## src/rtl/register_file_pkg.sv

```systemverilog
// Shared core constants: register/data geometry and the in-flight count type
// used by the register file and its hazard scoreboard.
package register_file_pkg;

   localparam int DATA_WIDTH_DEF = 64;
   localparam int REG_ADDR_W_DEF = 5;
   localparam int CNT_W_DEF      = 2;
   localparam int NUM_REGS_DEF   = 2 ** REG_ADDR_W_DEF;

   typedef logic [CNT_W_DEF-1:0] cnt_t;

endpackage

```

## src/rtl/register_file_scoreboard.sv

```systemverilog
// Per-register in-flight write counters; produces source-busy flags and the
// issue stall, all combinational from the counters and current inputs.
module reg_scoreboard
   import register_file_pkg::*;
#(
   parameter int REG_ADDR_W = REG_ADDR_W_DEF,
   parameter int CNT_W      = CNT_W_DEF
) (
   input  logic                  i_clk,
   input  logic                  i_arstn,
   input  logic [REG_ADDR_W-1:0] i_rs1_addr,
   input  logic [REG_ADDR_W-1:0] i_rs2_addr,
   input  logic                  i_issue_valid,
   input  logic [REG_ADDR_W-1:0] i_issue_rd_addr,
   input  logic                  i_issue_reg_we,
   input  logic                  i_wb_we,
   input  logic [REG_ADDR_W-1:0] i_wb_addr,
   input  logic                  i_flush,
   output logic                  o_rs1_busy,
   output logic                  o_rs2_busy,
   output logic                  o_stall
);

   localparam int NUM_REGS = 2 ** REG_ADDR_W;
   localparam logic [CNT_W-1:0] CNT_MAX = '1;
   localparam logic [CNT_W-1:0] CNT_ONE = CNT_W'(1);

   logic [CNT_W-1:0]    cnt_q [NUM_REGS];
   logic [CNT_W-1:0]    cnt_d [NUM_REGS];
   logic [NUM_REGS-1:0] wb_hit;
   logic [NUM_REGS-1:0] iss_hit;
   logic                issue_rd_nz;
   logic                issue_ok;
   logic                rd_full;
   logic                rs1_busy;
   logic                rs2_busy;
   logic                stall;

   // i_wb_we arrives already qualified with a nonzero destination.
   genvar gi;
   generate
      for (gi = 0; gi < NUM_REGS; gi++) begin : g_dec
         assign wb_hit[gi]  = i_wb_we && (i_wb_addr == REG_ADDR_W'(gi));
         assign iss_hit[gi] = issue_ok && (i_issue_rd_addr == REG_ADDR_W'(gi));
      end
   endgenerate

   assign issue_rd_nz = (i_issue_rd_addr != '0);

   always_comb begin
      rs1_busy = (i_rs1_addr != '0) && (cnt_q[i_rs1_addr] != '0) &&
                 !((cnt_q[i_rs1_addr] == CNT_ONE) && wb_hit[i_rs1_addr]);
      rs2_busy = (i_rs2_addr != '0) && (cnt_q[i_rs2_addr] != '0) &&
                 !((cnt_q[i_rs2_addr] == CNT_ONE) && wb_hit[i_rs2_addr]);
      // A saturated destination only blocks issue if nothing retires it now.
      rd_full  = i_issue_reg_we && issue_rd_nz &&
                 (cnt_q[i_issue_rd_addr] == CNT_MAX) && !wb_hit[i_issue_rd_addr];
      stall    = i_issue_valid && (rs1_busy || rs2_busy || rd_full);
   end

   assign issue_ok = i_issue_valid && i_issue_reg_we && issue_rd_nz && !stall;

   always_comb begin
      for (int i = 0; i < NUM_REGS; i++) begin
         cnt_d[i] = cnt_q[i];
         if (i_flush) begin
            cnt_d[i] = '0;
         end else if (iss_hit[i] && !wb_hit[i]) begin
            cnt_d[i] = cnt_q[i] + CNT_ONE;
         end else if (!iss_hit[i] && wb_hit[i] && (cnt_q[i] != '0)) begin
            cnt_d[i] = cnt_q[i] - CNT_ONE;
         end
      end
   end

   always_ff @(posedge i_clk or negedge i_arstn) begin
      if (!i_arstn) begin
         for (int i = 0; i < NUM_REGS; i++) begin
            cnt_q[i] <= '0;
         end
      end else begin
         cnt_q <= cnt_d;
      end
   end

   assign o_rs1_busy = rs1_busy;
   assign o_rs2_busy = rs2_busy;
   assign o_stall    = stall;

endmodule

```

## src/rtl/register_file.sv

```systemverilog
// Two-read/one-write integer register file with write-through bypass and an
// in-flight write scoreboard that flags RAW hazards and refuses issue.
module register_file
   import register_file_pkg::*;
#(
   parameter int DATA_WIDTH = DATA_WIDTH_DEF,
   parameter int REG_ADDR_W = REG_ADDR_W_DEF,
   parameter int CNT_W      = CNT_W_DEF
) (
   input  logic                  i_clk,
   input  logic                  i_arstn,
   input  logic [REG_ADDR_W-1:0] i_rs1_addr,
   input  logic [REG_ADDR_W-1:0] i_rs2_addr,
   output logic [DATA_WIDTH-1:0] o_rs1_data,
   output logic [DATA_WIDTH-1:0] o_rs2_data,
   input  logic [REG_ADDR_W-1:0] i_rd_addr,
   input  logic [DATA_WIDTH-1:0] i_result,
   input  logic                  i_reg_we,
   input  logic                  i_issue_valid,
   input  logic [REG_ADDR_W-1:0] i_issue_rd_addr,
   input  logic                  i_issue_reg_we,
   input  logic                  i_flush,
   output logic                  o_rs1_busy,
   output logic                  o_rs2_busy,
   output logic                  o_stall
);

   localparam int NUM_REGS = 2 ** REG_ADDR_W;

   logic [DATA_WIDTH-1:0] regs_q [NUM_REGS];
   logic [DATA_WIDTH-1:0] regs_d [NUM_REGS];
   logic                  wb_we;

   assign wb_we = i_reg_we && (i_rd_addr != '0);

   always_comb begin
      regs_d = regs_q;
      if (wb_we) begin
         regs_d[i_rd_addr] = i_result;
      end
   end

   // Entries are flops, not block RAM: reset must clear them asynchronously.
   always_ff @(posedge i_clk or negedge i_arstn) begin
      if (!i_arstn) begin
         for (int i = 0; i < NUM_REGS; i++) begin
            regs_q[i] <= '0;
         end
      end else begin
         regs_q <= regs_d;
      end
   end

   always_comb begin
      o_rs1_data = '0;
      o_rs2_data = '0;
      if (i_rs1_addr != '0) begin
         o_rs1_data = (wb_we && (i_rd_addr == i_rs1_addr)) ? i_result : regs_q[i_rs1_addr];
      end
      if (i_rs2_addr != '0) begin
         o_rs2_data = (wb_we && (i_rd_addr == i_rs2_addr)) ? i_result : regs_q[i_rs2_addr];
      end
   end

   reg_scoreboard #(
      .REG_ADDR_W (REG_ADDR_W),
      .CNT_W      (CNT_W)
   ) u_scoreboard (
      .i_clk           (i_clk),
      .i_arstn         (i_arstn),
      .i_rs1_addr      (i_rs1_addr),
      .i_rs2_addr      (i_rs2_addr),
      .i_issue_valid   (i_issue_valid),
      .i_issue_rd_addr (i_issue_rd_addr),
      .i_issue_reg_we  (i_issue_reg_we),
      .i_wb_we         (wb_we),
      .i_wb_addr       (i_rd_addr),
      .i_flush         (i_flush),
      .o_rs1_busy      (o_rs1_busy),
      .o_rs2_busy      (o_rs2_busy),
      .o_stall         (o_stall)
   );

endmodule

```

## config.mk

```make
export PLATFORM = sky130hd
export DESIGN_NAME = register_file
export DESIGN_NICKNAME = d
export VERILOG_FILES = /design/src/rtl/register_file_pkg.sv /design/src/rtl/register_file_scoreboard.sv /design/src/rtl/register_file.sv
export SDC_FILE = /design/constraint.sdc
export NUM_CORES = 2
export LEC_CHECK = 0
export CAP_MARGIN = 20
export CORE_MARGIN = 2
export CORE_UTILIZATION = 40
export DETAILED_ROUTE_END_ITERATION = 16
export RECOVER_POWER = 100
export SYNTH_ARGS = -nofsm -noshare
export SYNTH_HDL_FRONTEND = slang
export SYNTH_SLANG_ARGS = --single-unit
```

## constraint.sdc

```tcl
create_clock -name i_clk -period 12.82 [get_ports i_clk]
set_input_delay 3.846 -clock i_clk [delete_from_list [all_inputs] [get_ports i_clk]]
set_output_delay 3.846 -clock i_clk [all_outputs]
set_load 0.02 [all_outputs]
```

Word level (Yosys, flattened, before mapping)
Index checks and enable logic that the tools add are counted.
{"block": "classes", "n_reduce_logical": 319, "addsub": 64, "multipliers": 0, "bitwise": 4, "div": 0, "n_eq_ne": 67, "shifts": 0, "muxes": 124, "n_lt_le_gt_ge": 8}
{"operator": "$bwmux 2048", "n": 1}
{"operator": "$bmux 64 s5", "n": 2}
{"operator": "$mux 64", "n": 9}
{"operator": "$demux 64 s5", "n": 1}
{"operator": "$mux 2", "n": 102}
{"operator": "$logic_and 1x1->1", "n": 177}
{"operator": "$eq 5x5->1 const B", "n": 32}
{"operator": "$reduce_bool 3->1", "n": 32}
{"operator": "$eq 5x4->1 const B", "n": 16}
{"operator": "$logic_not 1->1", "n": 68}
{"operator": "$reduce_bool 2->1", "n": 34}
{"operator": "$add 2x1->2 const B", "n": 32}
{"operator": "$sub 2x1->2 const B", "n": 32}
{"operator": "$eq 5x3->1 const B", "n": 8}
{"operator": "$bmux 2 s5", "n": 3}
{"operator": "$ge 6x6->1 const B", "n": 4}
{"operator": "$not 5->6", "n": 4}
{"operator": "$eq 5x2->1 const B", "n": 4}
{"operator": "$reduce_bool 5->1", "n": 4}
{"operator": "$lt 5x6->1 const B", "n": 3}
{"operator": "$bmux 1 s5", "n": 3}
{"operator": "$eq 5x1->1 const B", "n": 2}
{"operator": "$eq 5x5->1", "n": 2}
{"operator": "$logic_not 5->1", "n": 2}
{"operator": "other kinds (5)", "n": 9}
{"block": "totals", "regBits": 2112, "latchBits": 0, "rom_bits": 0, "elab_cells": 650, "output_inout_bits": 131, "memories": 0, "inputBits": 90, "ramBits": 0}

Depth between registers and ports, before layout
{"block": "logic_depth", "word_depth": 20, "depth_mapped": 12}

Modules after synthesis
A second synthesis with hierarchy kept.
{"block": "hier_totals", "cells_unflattened": 8150, "hier_area_um2": 115035.3}
{"module": "register_file", "cells_per_inst": 7403, "instances": 1, "area_per_inst_um2": 108635.4}
{"module": "reg_scoreboard", "cells_per_inst": 747, "instances": 1, "area_per_inst_um2": 6399.9}

Worst setup path before layout
Ideal clock, no wire load.
{"block": "synth_path", "kind": "input to output", "start": "input port i_rs2_addr[2]", "end": "output port o_rs2_data[20]", "path_slack_ns": 2.337, "arrival_time_ns": 6.637, "path_stages": 10, "path_cell_list": "clkbuf_1 buf_1 buf_1 buf_1 clkbuf_1 clkbuf_1 a211oi_1 a211oi_1 a21oi_1 a211oi_1"}
{"block": "synth_via", "elab_chain_cells": 6, "elab_cells_between_ends": 9}
{"element": "start: declaration", "line": "register_file.sv:13", "rtl": "input logic [REG_ADDR_W-1:0] i_rs2_addr,"}
{"element": "$not 5->6 (not written as such)", "line": "register_file.sv:61", "rtl": "o_rs2_data = (wb_we && (i_rd_addr == i_rs2_addr)) ? i_result : regs_q[i_rs2_addr];"}
{"element": "$bmux 64 s5", "line": "register_file.sv:61"}
{"element": "$mux 64 (not written as such) (2 in series)", "line": "register_file.sv:61"}
{"element": "$mux 64", "line": "register_file.sv:61"}
{"element": "$mux 64 *", "line": "register_file.sv:60", "rtl": "if (i_rs2_addr != '0) begin"}
{"element": "end: declaration", "line": "register_file.sv:15", "rtl": "output logic [DATA_WIDTH-1:0] o_rs2_data,"}
Every way passes the cells marked *; elsewhere a longest branch is shown, timed or not. The select of a mux whose other input is x is not followed.

Final worst setup path
{"block": "layout_path", "start": "input port i_rs1_addr[0]", "end": "output port o_rs1_data[15]"}
{"block": "layout_via", "elab_chain_cells": 6, "elab_cells_between_ends": 9}
{"element": "start: declaration", "line": "register_file.sv:12", "rtl": "input logic [REG_ADDR_W-1:0] i_rs1_addr,"}
{"element": "$not 5->6 (not written as such)", "line": "register_file.sv:58", "rtl": "o_rs1_data = (wb_we && (i_rd_addr == i_rs1_addr)) ? i_result : regs_q[i_rs1_addr];"}
{"element": "$bmux 64 s5", "line": "register_file.sv:58"}
{"element": "$mux 64 (not written as such) (2 in series)", "line": "register_file.sv:58"}
{"element": "$mux 64", "line": "register_file.sv:58"}
{"element": "$mux 64 *", "line": "register_file.sv:57", "rtl": "if (i_rs1_addr != '0) begin"}
{"element": "end: declaration", "line": "register_file.sv:14", "rtl": "output logic [DATA_WIDTH-1:0] o_rs1_data,"}
Marks and branches as above.

==> results.py <==
metrics = {
    "final_layout": {
        "final_nets": 9343,
        "drive_above_1_share_pct": 30.8,
        "fin_cells": 13200,
        "area_delta_synth_final_pct": 12.3,
        "fill_cells": 25300,
    },
    "floorplanning": {
        "ios": 221,
        "coreArea_um2": 285000,
        "die-area_um2": 292000,
        "die_w_um": 540,
        "start_util_pct": 40.3,
        "fp.dieH_um": 540,
        "rows": 196,
    },
    "sta": {
        "finalHoldViolCount": 0,
        "max_slew_margin_pct": -380,
        "finalMaxSlewViolations": 3214,
        "worstMarginPinSlew_ns": 7.20,
        "setup_viol": 0,
        "final.period_utilization_pct": 95.1,
        "min_period_ns": 12.20,
        "skew_ns": 0.0222,
        "fmaxAchievable_mhz": 82.0,
        "rsz0062_at_grt": "no",
        "fin_setup_tns_ns": 0,
    },
    "power": {
        "p_clk_share_pct": 35.1,
        "switchingPower_mw": 5.66,
        "p_leak_nw": 58.5,
        "peakVddDrop_uv": 119,
        "p_int_mw": 14.4,
        "power.share.sequential_pct": 43.6,
        "power_frac_comb_pct": 21.3,
        "swShare_pct": 28.2,
        "power_density_nw_per_um2": 156,
    },
    "synthesis": {
        "synthTopCellsByArea": "dfrtp_1 46%, mux4_2 25%, nand2_1 10%",
        "synth_mux_area_share_pct": 36.0,
        "synthAdderAreaFrac_pct": 0,
        "syn_nets": 9599,
        "synth_top_cell_area_share_pct": 46.0,
        "syn_avg_cell_area_um2": 12.1,
        "syn-cell-area_um2": 115000,
        "ys_types": 68,
        "syn_inst": 9509,
        "synthXorXnorAreaFrac_pct": 0.160,
        "yosys.area_share.simple_pct": 12.1,
        "synth_top_family_by_area": "multiplexers",
        "ys.flop_type": "dfrtp_1",
        "yosysTopAreaCell": "dfrtp_1",
        "yosys_warnings": 0,
        "yosysSeqAreaShare_pct": 46.0,
        "synth-compound-area-share_pct": 2.41,
        "async_flop_share_pct": 100,
        "synth_edf_count": 0,
        "synth_seq_cells": 2112,
    },
    "grt": {
        "grt_usage_pct": 27.8,
        "grt_pass1_wl_mm": 594,
        "grt_overflow": 0,
        "antenna_found_initial": 15,
        "grt_max_degree": 177,
        "grt_pass1_vias": 84500,
    },
    "min_path": {
        "hold_class": "reg2reg",
    },
    "placed_design": {
        "dp_hpwl_mm": 225,
        "gp_congestion": 0.915,
        "io_buffer_count": 220,
        "dp.cells": 12800,
    },
    "drt": {
        "antenna_left": 0,
        "dr.pass1.iters": 6,
        "wl_per_cell_um": 30.9,
        "avgViaCountPerCell": 6.24,
        "vias": 82400,
        "drtIter0Drc": 9694,
        "routed_wl_mm": 408,
        "drc": 0,
    },
    "clock_network": {
        "cts_tree": "built",
        "clock-sinks": 2112,
        "h-tree-depth": 4,
        "cts_hold_buf": 0,
        "clock_latency_ns": 0.91,
        "post_cts_buffers": 0,
        "cts_buffers": 230,
        "cts_resized": 0,
        "clock-root-buffer": "clkbuf_16",
        "clk_pin_slew_worst_paths_ns": 0.06,
        "cts_max_path_buffers": 4,
    },
    "worst_setup_path": {
        "crit_type": "in2out",
        "critPathCaptureType": "primary output",
        "start_kind": "input pin",
        "cp_data_required_time_ns": 8.97,
        "critPathArrivalTime_ns": 8.35,
        "crit_fanout": 62,
    },
    "flow_run": {
        "drv_cap": 86,
    },
    "run_status": {
        "violations": "capacitance limit, slew limit",
        "status": "finished, violations left",
    },
}
-- per-stage QoR --
stage | worst slack, ns | util (%) | total power [mW] | hold slack (ns) | area, um^2
floorplan | 2.34 | - | 11.6 | 0.441 | 115000
global placement | 1.04 | 42.4 | 12.9 | 0.376 | 121000
detailed placement | 1.14 | 42.4 | 13.1 | 0.383 | 121000
CTS | 1.14 | 45.2 | 20.1 | 0.397 | 129000
global route | 0.480 | 45.2 | 20.9 | 0.406 | 129000
finish | 0.624 | 45.2 | 20.1 | 0.396 | 129000
-- synthesized netlist by cell type, types with 6 or more instances --
master,instances
nor3_1,17
a21oi_1,62
nand4_1,7
xnor2_1,16
mux2_2,976
nor3b_1,7
buf_2,66
nand2_1,3160
a311oi_1,18
o211ai_1,27
mux2i_1,160
nand3_1,37
nand2b_1,12
clkbuf_1,820
buf_1,104
or2_2,17
dfrtp_1,2112
o21ai_0,41
and2_1,41
or3_1,6
mux4_2,1276
a211oi_1,174
a221oi_1,19
inv_1,13
a31oi_1,12
nor2_1,203
and3_1,6
nor2b_1,21
-- critical path: stages --
cell and delay [ns]:
clkbuf_4 1.26, buf_4 0.50, mux4_2 0.55, mux4_2 0.52
mux2i_1 0.71, a211oi_1 0.17, dlygate4sd3_1 0.70
-- path summary, 6_finish.rpt --
path,startpoint,endpoint,slack (ns),depth (start not counted)
max,i_rs1_addr[0],o_rs1_data[15],0.62,7
min in group asynchronous,i_arstn,regs_q[1719],5.91,1
min reg2reg,regs_q[2008],regs_q[2008],0.40,0
max in group asynchronous,i_arstn,regs_q[1706],1.83,3
max reg2reg,u_scoreboard.cnt_q[58],u_scoreboard.cnt_q[56],7.74,10
min,regs_q[2008],regs_q[2008],0.40,0
-- layout make-up --
cell class	count	area [um^2]	area share, %
Timing Repair Buffer	504	5080	3.93
Clock inverter	76	1010	0.781
Multi-Input combinational cell	6392	58400	45.3
Inverter	13	56.3	0.0436
Antenna cell	5	12.5	0.00969
Sequential cell	2112	52900	40.9
Tap cell	3762	4710	3.65
Clock buffer	344	6950	5.38
-- flip-flops by register name (all words and copies together), names as in the netlist --
signal,cells
regs_q,2048
u_scoreboard.cnt_q,64
-- metal layers --
metal,GRT usage (%),part of all wire [%],up-vias
met1,35.7,38,43500
met3,6.10,9.1,1115
met4,12.7,5.5,6
met2,44.9,47,4284
met5,0,0.027,-
li1,-,-,33500
-- power groups by stage --
stage	clock network [mW]	registers, mW	logic (mW)
after floorplan	0	8.52	3.08
after global placement	0	8.68	4.19
after detailed placement	0	8.82	4.29
after CTS	7.13	8.70	4.31
after global routing	7.41	8.88	4.59
final	7.06	8.75	4.28
-- layout by cell type, fill, tap and decap left out, types with 13 or more instances in the layout --
| cell | netlist | final |
|---|---|---|
| nor2_1 | 203 | 189 |
| or2_2 | 17 | 17 |
| mux2i_1 | 160 | 160 |
| clkdlybuf4s50_1 | 0 | 108 |
| buf_12 | 0 | 48 |
| dlygate4sd3_1 | 0 | 100 |
| nand2_4 | 0 | 13 |
| o211ai_1 | 27 | 27 |
| clkbuf_16 | 0 | 243 |
| a311oi_1 | 18 | 18 |
| nor2b_1 | 21 | 21 |
| o21ai_0 | 41 | 41 |
| nor3_1 | 17 | 18 |
| a211oi_1 | 174 | 174 |
| clkinv_2 | 0 | 38 |
| a21oi_1 | 62 | 62 |
| clkbuf_1 | 820 | 109 |
| nand2_1 | 3160 | 3147 |
| nand3_1 | 37 | 37 |
| dfrtp_1 | 2112 | 2112 |
| a221oi_1 | 19 | 19 |
| bufinv_16 | 0 | 22 |
| xnor2_1 | 16 | 16 |
| mux2_2 | 976 | 975 |
| nor2_4 | 0 | 14 |
| mux4_2 | 1276 | 1276 |
| clkbuf_8 | 0 | 69 |
| and2_1 | 41 | 34 |
| buf_4 | 2 | 137 |
-- kinds of logic after synthesis --
group | after synthesis
AO/OA/AOI/OAI | 393
XOR/XNOR | 21
buffers and inverters | 1005
flip-flops | 2112
multiplexers | 2412
AND/OR/NAND/NOR | 3566
(Power assumes the default switching activity.)
